### src/rtl/active_list_commit_sequencer_if.sv
`default_nettype none
// ============================================================================
// Module      : active_list_commit_sequencer_if
// Description : Bundle between the active list / commit stage and the commit
//               sequencer. The master drives the head states and occupancy;
//               the slave (sequencer) returns both pop counts and the
//               recovery status.
// Revision    : 1.0 - initial release
// ============================================================================
interface active_list_commit_sequencer_if #(
    parameter int COMMIT_WIDTH          = 2,
    parameter int ACTIVE_LIST_ENTRY_NUM = 64
);
    localparam int VALID_W = $clog2(ACTIVE_LIST_ENTRY_NUM) + 1;
    localparam int POP_W   = $clog2(COMMIT_WIDTH + 1);
    localparam int LANE_W  = (COMMIT_WIDTH > 1) ? $clog2(COMMIT_WIDTH) : 1;

    logic [COMMIT_WIDTH-1:0][2:0] headExecState;
    logic [VALID_W-1:0]           validEntryNum;
    logic                         stall;
    logic [POP_W-1:0]             popHeadNum;
    logic [POP_W-1:0]             popTailNum;
    logic [COMMIT_WIDTH-1:0]      commitLaneValid;
    logic                         recoveryTrigger;
    logic [2:0]                   recoveryCause;
    logic [LANE_W-1:0]            recoveryLane;
    logic                         inRecovery;
    logic                         recoveryDone;

    modport master (
        output headExecState, validEntryNum, stall,
        input  popHeadNum, popTailNum, commitLaneValid, recoveryTrigger,
               recoveryCause, recoveryLane, inRecovery, recoveryDone
    );

    modport slave (
        input  headExecState, validEntryNum, stall,
        output popHeadNum, popTailNum, commitLaneValid, recoveryTrigger,
               recoveryCause, recoveryLane, inRecovery, recoveryDone
    );
endinterface
`default_nettype wire

### src/rtl/active_list_commit_sequencer.sv
`default_nettype none
// ============================================================================
// Module      : active_list_commit_sequencer
// Description : Decides per cycle how many active-list head entries retire
//               and, after a flush-causing op, drains the younger entries
//               from the tail COMMIT_WIDTH at a time.
//               Optional feature macro: RSD_COMMIT_SEQ_PERF_COUNTER_EN adds
//               32-bit commit / flush accumulators.
// Revision    : 1.0 - initial release
// ============================================================================
module active_list_commit_sequencer #(
    parameter int COMMIT_WIDTH          = 2,
    parameter int ACTIVE_LIST_ENTRY_NUM = 64
) (
    input wire clk,
    input wire rst,  // synchronous, active-low
    active_list_commit_sequencer_if.slave bus
`ifdef RSD_COMMIT_SEQ_PERF_COUNTER_EN
    ,
    output logic [31:0] perfCommitCount,
    output logic [31:0] perfFlushCount
`endif
);
    localparam int VALID_W = $clog2(ACTIVE_LIST_ENTRY_NUM) + 1;
    localparam int POP_W   = $clog2(COMMIT_WIDTH + 1);
    localparam int LANE_W  = (COMMIT_WIDTH > 1) ? $clog2(COMMIT_WIDTH) : 1;

    localparam logic [VALID_W-1:0] c_ENTRY_NUM = VALID_W'(ACTIVE_LIST_ENTRY_NUM);
    localparam logic [VALID_W-1:0] c_WIDTH     = VALID_W'(COMMIT_WIDTH);

    localparam logic [2:0] c_NOT_FINISHED = 3'd0;
    localparam logic [2:0] c_SUCCESS      = 3'd1;
    localparam logic [2:0] c_REFETCH_THIS = 3'd2;
    localparam logic [2:0] c_REFETCH_NEXT = 3'd3;
    localparam logic [2:0] c_MISPRED      = 3'd4;
    localparam logic [2:0] c_TRAP         = 3'd5;

    typedef enum logic [0:0] {
        S_COMMIT   = 1'b0,
        S_ROLLBACK = 1'b1
    } state_t;

    state_t             r_state;
    logic [VALID_W-1:0] r_rem;
    logic [POP_W-1:0]   r_popTailNum;
    logic               r_inRecovery;
    logic               r_recoveryDone;

    logic [VALID_W-1:0]      w_validNum;
    logic [VALID_W-1:0]      w_newRem;
    logic [VALID_W-1:0]      w_nextRem;
    logic [COMMIT_WIDTH-1:0] w_laneValid;
    logic [POP_W-1:0]        w_popHeadNum;
    logic                    w_trigger;
    logic [2:0]              w_cause;
    logic [LANE_W-1:0]       w_lane;
    logic                    w_scan;

    // Tail pops per rollback cycle are capped at the lane count.
    function automatic logic [POP_W-1:0] capPop(input logic [VALID_W-1:0] n);
        return (n < c_WIDTH) ? POP_W'(n) : POP_W'(COMMIT_WIDTH);
    endfunction

    assign w_validNum = (bus.validEntryNum > c_ENTRY_NUM) ? c_ENTRY_NUM : bus.validEntryNum;
    assign w_newRem   = w_validNum - VALID_W'(w_popHeadNum);
    assign w_nextRem  = r_rem - c_WIDTH;

    // Oldest-first head scan: stops at an unfinished op, the end of the
    // occupied region, or the first flush-causing op.
    always_comb begin
        w_laneValid = '0;
        w_trigger   = 1'b0;
        w_cause     = 3'd0;
        w_lane      = '0;
        w_scan      = 1'b1;
        if (rst && (r_state == S_COMMIT) && !bus.stall) begin
            for (int i = 0; i < COMMIT_WIDTH; i++) begin
                if (w_scan) begin
                    if (VALID_W'(i) >= w_validNum) begin
                        w_scan = 1'b0;
                    end else begin
                        case (bus.headExecState[i])
                            c_NOT_FINISHED: w_scan = 1'b0;
                            c_SUCCESS:      w_laneValid[i] = 1'b1;
                            c_REFETCH_NEXT, c_MISPRED: begin
                                // Op itself completes; younger ops are flushed.
                                w_laneValid[i] = 1'b1;
                                w_trigger      = 1'b1;
                                w_cause        = bus.headExecState[i];
                                w_lane         = LANE_W'(i);
                                w_scan         = 1'b0;
                            end
                            c_REFETCH_THIS: begin
                                w_trigger = 1'b1;
                                w_cause   = c_REFETCH_THIS;
                                w_lane    = LANE_W'(i);
                                w_scan    = 1'b0;
                            end
                            default: begin
                                // Codes 5..7 all behave as a trap.
                                w_trigger = 1'b1;
                                w_cause   = c_TRAP;
                                w_lane    = LANE_W'(i);
                                w_scan    = 1'b0;
                            end
                        endcase
                    end
                end
            end
        end
    end

    // Retire count is the population of the prefix mask.
    always_comb begin
        w_popHeadNum = '0;
        for (int i = 0; i < COMMIT_WIDTH; i++) begin
            w_popHeadNum = w_popHeadNum + POP_W'(w_laneValid[i]);
        end
    end

    // Commit/rollback FSM; tail-pop outputs are precomputed one cycle ahead
    // so each rollback cycle presents its own pop count from a register.
    always_ff @(posedge clk) begin
        if (!rst) begin
            r_state        <= S_COMMIT;
            r_rem          <= '0;
            r_popTailNum   <= '0;
            r_inRecovery   <= 1'b0;
            r_recoveryDone <= 1'b0;
        end else begin
            case (r_state)
                S_COMMIT: begin
                    if (w_trigger) begin
                        r_state        <= S_ROLLBACK;
                        r_rem          <= w_newRem;
                        r_popTailNum   <= capPop(w_newRem);
                        r_recoveryDone <= (w_newRem <= c_WIDTH);
                        r_inRecovery   <= 1'b1;
                    end
                end
                S_ROLLBACK: begin
                    if (r_recoveryDone) begin
                        r_state        <= S_COMMIT;
                        r_rem          <= '0;
                        r_popTailNum   <= '0;
                        r_recoveryDone <= 1'b0;
                        r_inRecovery   <= 1'b0;
                    end else begin
                        r_rem          <= w_nextRem;
                        r_popTailNum   <= capPop(w_nextRem);
                        r_recoveryDone <= (w_nextRem <= c_WIDTH);
                    end
                end
                default: r_state <= S_COMMIT;
            endcase
        end
    end

    assign bus.popHeadNum      = w_popHeadNum;
    assign bus.commitLaneValid = w_laneValid;
    assign bus.recoveryTrigger = w_trigger;
    assign bus.recoveryCause   = w_cause;
    assign bus.recoveryLane    = w_lane;
    assign bus.popTailNum      = r_popTailNum;
    assign bus.inRecovery      = r_inRecovery;
    assign bus.recoveryDone    = r_recoveryDone;

`ifdef RSD_COMMIT_SEQ_PERF_COUNTER_EN
    // Free-running accumulators of retired and rolled-back entries.
    always_ff @(posedge clk) begin
        if (!rst) begin
            perfCommitCount <= '0;
            perfFlushCount  <= '0;
        end else begin
            perfCommitCount <= perfCommitCount + 32'(w_popHeadNum);
            perfFlushCount  <= perfFlushCount + 32'(r_popTailNum);
        end
    end
`endif
endmodule
`default_nettype wire

### src/flat_wrapper.sv
// flat-port wrapper written by rule: the top's interface ports become plain ports
module active_list_commit_sequencer_flat 
#(
    parameter int COMMIT_WIDTH          = 2,
    parameter int ACTIVE_LIST_ENTRY_NUM = 64
)
  (clk, rst, bus_headExecState, bus_validEntryNum, bus_stall, bus_popHeadNum, bus_popTailNum, bus_commitLaneValid, bus_recoveryTrigger, bus_recoveryCause, bus_recoveryLane, bus_inRecovery, bus_recoveryDone);
  active_list_commit_sequencer_if #(.COMMIT_WIDTH(COMMIT_WIDTH), .ACTIVE_LIST_ENTRY_NUM(ACTIVE_LIST_ENTRY_NUM)) bus_i ();
  input wire clk;
  input wire rst;
  input wire logic [$bits(bus_i.headExecState)-1:0] bus_headExecState;
  input wire logic [$bits(bus_i.validEntryNum)-1:0] bus_validEntryNum;
  input wire logic [$bits(bus_i.stall)-1:0] bus_stall;
  output wire logic [$bits(bus_i.popHeadNum)-1:0] bus_popHeadNum;
  output wire logic [$bits(bus_i.popTailNum)-1:0] bus_popTailNum;
  output wire logic [$bits(bus_i.commitLaneValid)-1:0] bus_commitLaneValid;
  output wire logic [$bits(bus_i.recoveryTrigger)-1:0] bus_recoveryTrigger;
  output wire logic [$bits(bus_i.recoveryCause)-1:0] bus_recoveryCause;
  output wire logic [$bits(bus_i.recoveryLane)-1:0] bus_recoveryLane;
  output wire logic [$bits(bus_i.inRecovery)-1:0] bus_inRecovery;
  output wire logic [$bits(bus_i.recoveryDone)-1:0] bus_recoveryDone;
  assign bus_i.headExecState = bus_headExecState;
  assign bus_i.validEntryNum = bus_validEntryNum;
  assign bus_i.stall = bus_stall;
  assign bus_popHeadNum = bus_i.popHeadNum;
  assign bus_popTailNum = bus_i.popTailNum;
  assign bus_commitLaneValid = bus_i.commitLaneValid;
  assign bus_recoveryTrigger = bus_i.recoveryTrigger;
  assign bus_recoveryCause = bus_i.recoveryCause;
  assign bus_recoveryLane = bus_i.recoveryLane;
  assign bus_inRecovery = bus_i.inRecovery;
  assign bus_recoveryDone = bus_i.recoveryDone;
  active_list_commit_sequencer #(.COMMIT_WIDTH(COMMIT_WIDTH), .ACTIVE_LIST_ENTRY_NUM(ACTIVE_LIST_ENTRY_NUM)) u_core (.clk(clk), .rst(rst), .bus(bus_i));
endmodule
### config.mk
export PLATFORM = sky130hd
export DESIGN_NAME = active_list_commit_sequencer_flat
export DESIGN_NICKNAME = d
export VERILOG_FILES = /design/src/rtl/active_list_commit_sequencer_if.sv /design/src/rtl/active_list_commit_sequencer.sv /design/src/flat_wrapper.sv
export SDC_FILE = /design/constraint.sdc
export NUM_CORES = 1
export LEC_CHECK = 0
export CORE_MARGIN = 2
export CORE_UTILIZATION = 45
export DETAILED_ROUTE_END_ITERATION = 16
export PLACE_DENSITY = 0.75
export SYNTH_ARGS = -nofsm -noshare
export SYNTH_HDL_FRONTEND = slang
export SYNTH_SLANG_ARGS = --single-unit
### constraint.sdc
create_clock -name clk -period 6.3 [get_ports clk]
set_input_delay 1.26 -clock clk [delete_from_list [all_inputs] [get_ports clk]]
set_output_delay 1.26 -clock clk [all_outputs]
set_load 0.01 [all_outputs]
==> qor.yml <==
run_status:
  status: "finished clean"
sta:
  fin_skew_ns: 0.00409
  fin_crit_sh_pct: 79.1
  whs_ns: 0.524
  maxSlewViolCount: 0
  min_period_ns: 4.98
  rsz0062_at_grt: "no"
  final-setup-viol-count: 0
  slew_headroom_pct: 61.3
  setup-tns-final_ns: 0
  max_freq_mhz: 201
  hold_violations: 0
  worst_pin_slew_ns: 0.579
clocking:
  cts_buffer_depth: 2
  clock-sinks: 12
  root_buffer: "clkbuf_4"
  cts_buffers: 3
  clk_latency_ns: 0.28
  clk_pin_slew_worst_paths_ns: 0.08
  cts_setup_buffers: 0
  cts_resized: 0
  cts_hold_buffers: 0
  cts_htree_levels: 1
  cts_tree: "done"
run:
  maxCapViolations: 0
yosys:
  synth-edff-count: 0
  syn_inst: 153
  yosysSeqAreaShare_pct: 20.8
  synth_top_area_share_pct: 20.8
  ys_seq_elements: 12
  syn_area_per_cell_um2: 7.55
  yosys.area.top_type: "dfxtp_1"
  ys_warn_count: 0
  synthFlopType: "dfxtp_1"
  synth_nets: 175
  async_flop_share_pct: 0
  synth_area_um2: 1150
  yosys-top-cells-area: "dfxtp_1, ha_1, nor2_1"
  synth_cell_types: 48
global_routing:
  grt_remaining_overflow: 0
  grt_pass1_vias: 1075
  antenna_found_initial: 0
  grt_max_degree: 22
  grt_pass1_wl_um: 4540
  grt_use_total_pct: 20.7
cells_and_area:
  final_common_cell: "clkdlybuf4s50_1"
  diodes: 0
  syn_to_final_growth_pct: 24.7
  multi_input_area_um2: 820
  drive_gt1_share_pct: 4.55
  ff_latch_area_um2: 240
  mostFrequentLayoutCells: "clkdlybuf4s50_1, nor2_1, nand2_1"
  fill_cells: 235
  final_core_util_pct: 58.7
  final_nets: 199
  layout.cells.non_filler: 206
floorplanning:
  initial_utilization_pct: 47.0
  dieArea_um2: 2990
  rows: 18
  die_h_um: 54.7
  core_um2: 2450
  die_x_um: 54.7
  num_io_pins: 29
worst_setup_path:
  timing.rr.start: "u_core.r_state"
  crit_type: "in2out"
  setup.worst_path.start_class: "input pin"
  reg2reg_slack_ns: 3.22
  r2r_cells: 11
  path_max_fanout: 21
  regToRegEndpoint: "u_core.bus.recoveryDone"
  crit_path_end_kind: "output pin"
  critPathArrivalTime_ns: 3.72
  crit_required_ns: 5.04
drt:
  drc_errors: 0
  vias: 1220
  avgRoutedWirePerCell_um: 13.7
  drt_pass1_iterations: 4
  ant_nets: 0
  drt-vias-per-instance: 5.92
  drt_iter0_drc: 40
  finalWirelength_um: 2820
hold_path:
  hold_path_end: "u_core.r_rem[0]"
  min_path_type: "reg2reg"
  holdPathStages: 2
  worstHoldStart: "u_core.r_rem[0]"
placement:
  dp_cells: 202
  dpl.hpwl_um: 2180
  portBuffers: 28
  gp_congestion: 0.900
power:
  vdd_drop_max_uv: 154
  power_density_nw_per_um2: 172
  leakage_nw: 0.523
==> where the power goes <==
group          switching (mW)  internal, mW  total (mW)  leakage, nW
Combinational          0.0453        0.0463      0.0917        0.403
Sequential             0.0111        0.0837      0.0948       0.0988
Clock                  0.0261        0.0352      0.0613       0.0210
==> synth_stat cells (5+ instances only) <==
cell	n
nand2_1	13
a21oi_1	9
o31ai_1	5
dfxtp_1	12
inv_1	6
ha_1	5
nor2b_1	6
nor2_1	14
nor3_1	7
o21ai_0	6
nand3_1	7
==> worst max-delay path by stage <==
stage | slack, ns | cells after the start | end | from
4_1_cts | 1.33 | 5 | bus_recoveryTrigger | rst
5_1_grt | 1.18 | 5 | bus_recoveryTrigger | rst
3_5_place_dp | 1.33 | 5 | bus_recoveryTrigger | rst
3_3_place_gp | 1.37 | 5 | bus_recoveryTrigger | rst
6_report | 1.32 | 5 | bus_recoveryTrigger | rst
2_1_floorplan | 2.47 | 13 | u_core.bus.popTailNum[1] | bus_stall
==> layout make-up <==
cell class | instances | area share (%)
multi-input cells | 125 | 56.9
repair buffers | 28 | 19.5
flip-flops and latches | 12 | 16.7
well taps | 30 | 2.61
clock buffers | 4 | 2.52
inverters | 7 | 1.82
==> flip-flops by register name (all words and copies together), names as in the netlist <==
| signal | count |
|---|---|
| u_core.bus.inRecovery | 1 |
| u_core.bus.popTailNum | 2 |
| u_core.bus.recoveryDone | 1 |
| u_core.r_rem | 7 |
| u_core.r_state | 1 |
==> stage by stage <==
stage,instance area [um^2],power [mW],worst slack (ns)
floorplan,1150,0.157,2.47
global placement,1400,0.185,1.37
detailed placement,1400,0.187,1.33
CTS,1440,0.248,1.33
global route,1440,0.262,1.18
finish,1440,0.248,1.32
==> critical path: stages <==
cell and delay [ns]:
clkdlybuf4s50_1 0.76, or3b_1 0.53, nor3b_2 0.19, o21a_2 0.37, clkdlybuf4s50_1 0.61
==> kinds of logic (layout without fill, tap and decap cells) <==
kind of cell             Yosys count  count (layout)  synth area share, %
AND/OR/NAND/NOR                   68              68                 31.6
multiplexers                       1               1                0.867
buffers and inverters             16              39                 8.23
flip-flops                        12              12                 20.8
adder cells (fa/ha/maj)            8               8                 8.88
AO/OA/AOI/OAI                     42              42                 25.0
XOR/XNOR                           6               6                 4.55
==> routing by layer <==
| metal | track usage [%] | up-vias | wire length, um |
|---|---|---|---|
| met5 | 0 | - | 0 |
| met4 | 7.50 | 0 | 38 |
| met3 | 2.19 | 5 | 195 |
| met2 | 38.3 | 44 | 1360 |
| met1 | 24.1 | 557 | 1220 |
| li1 | - | 614 | - |
No activity file was read; power rests on OpenSTA's default activity.
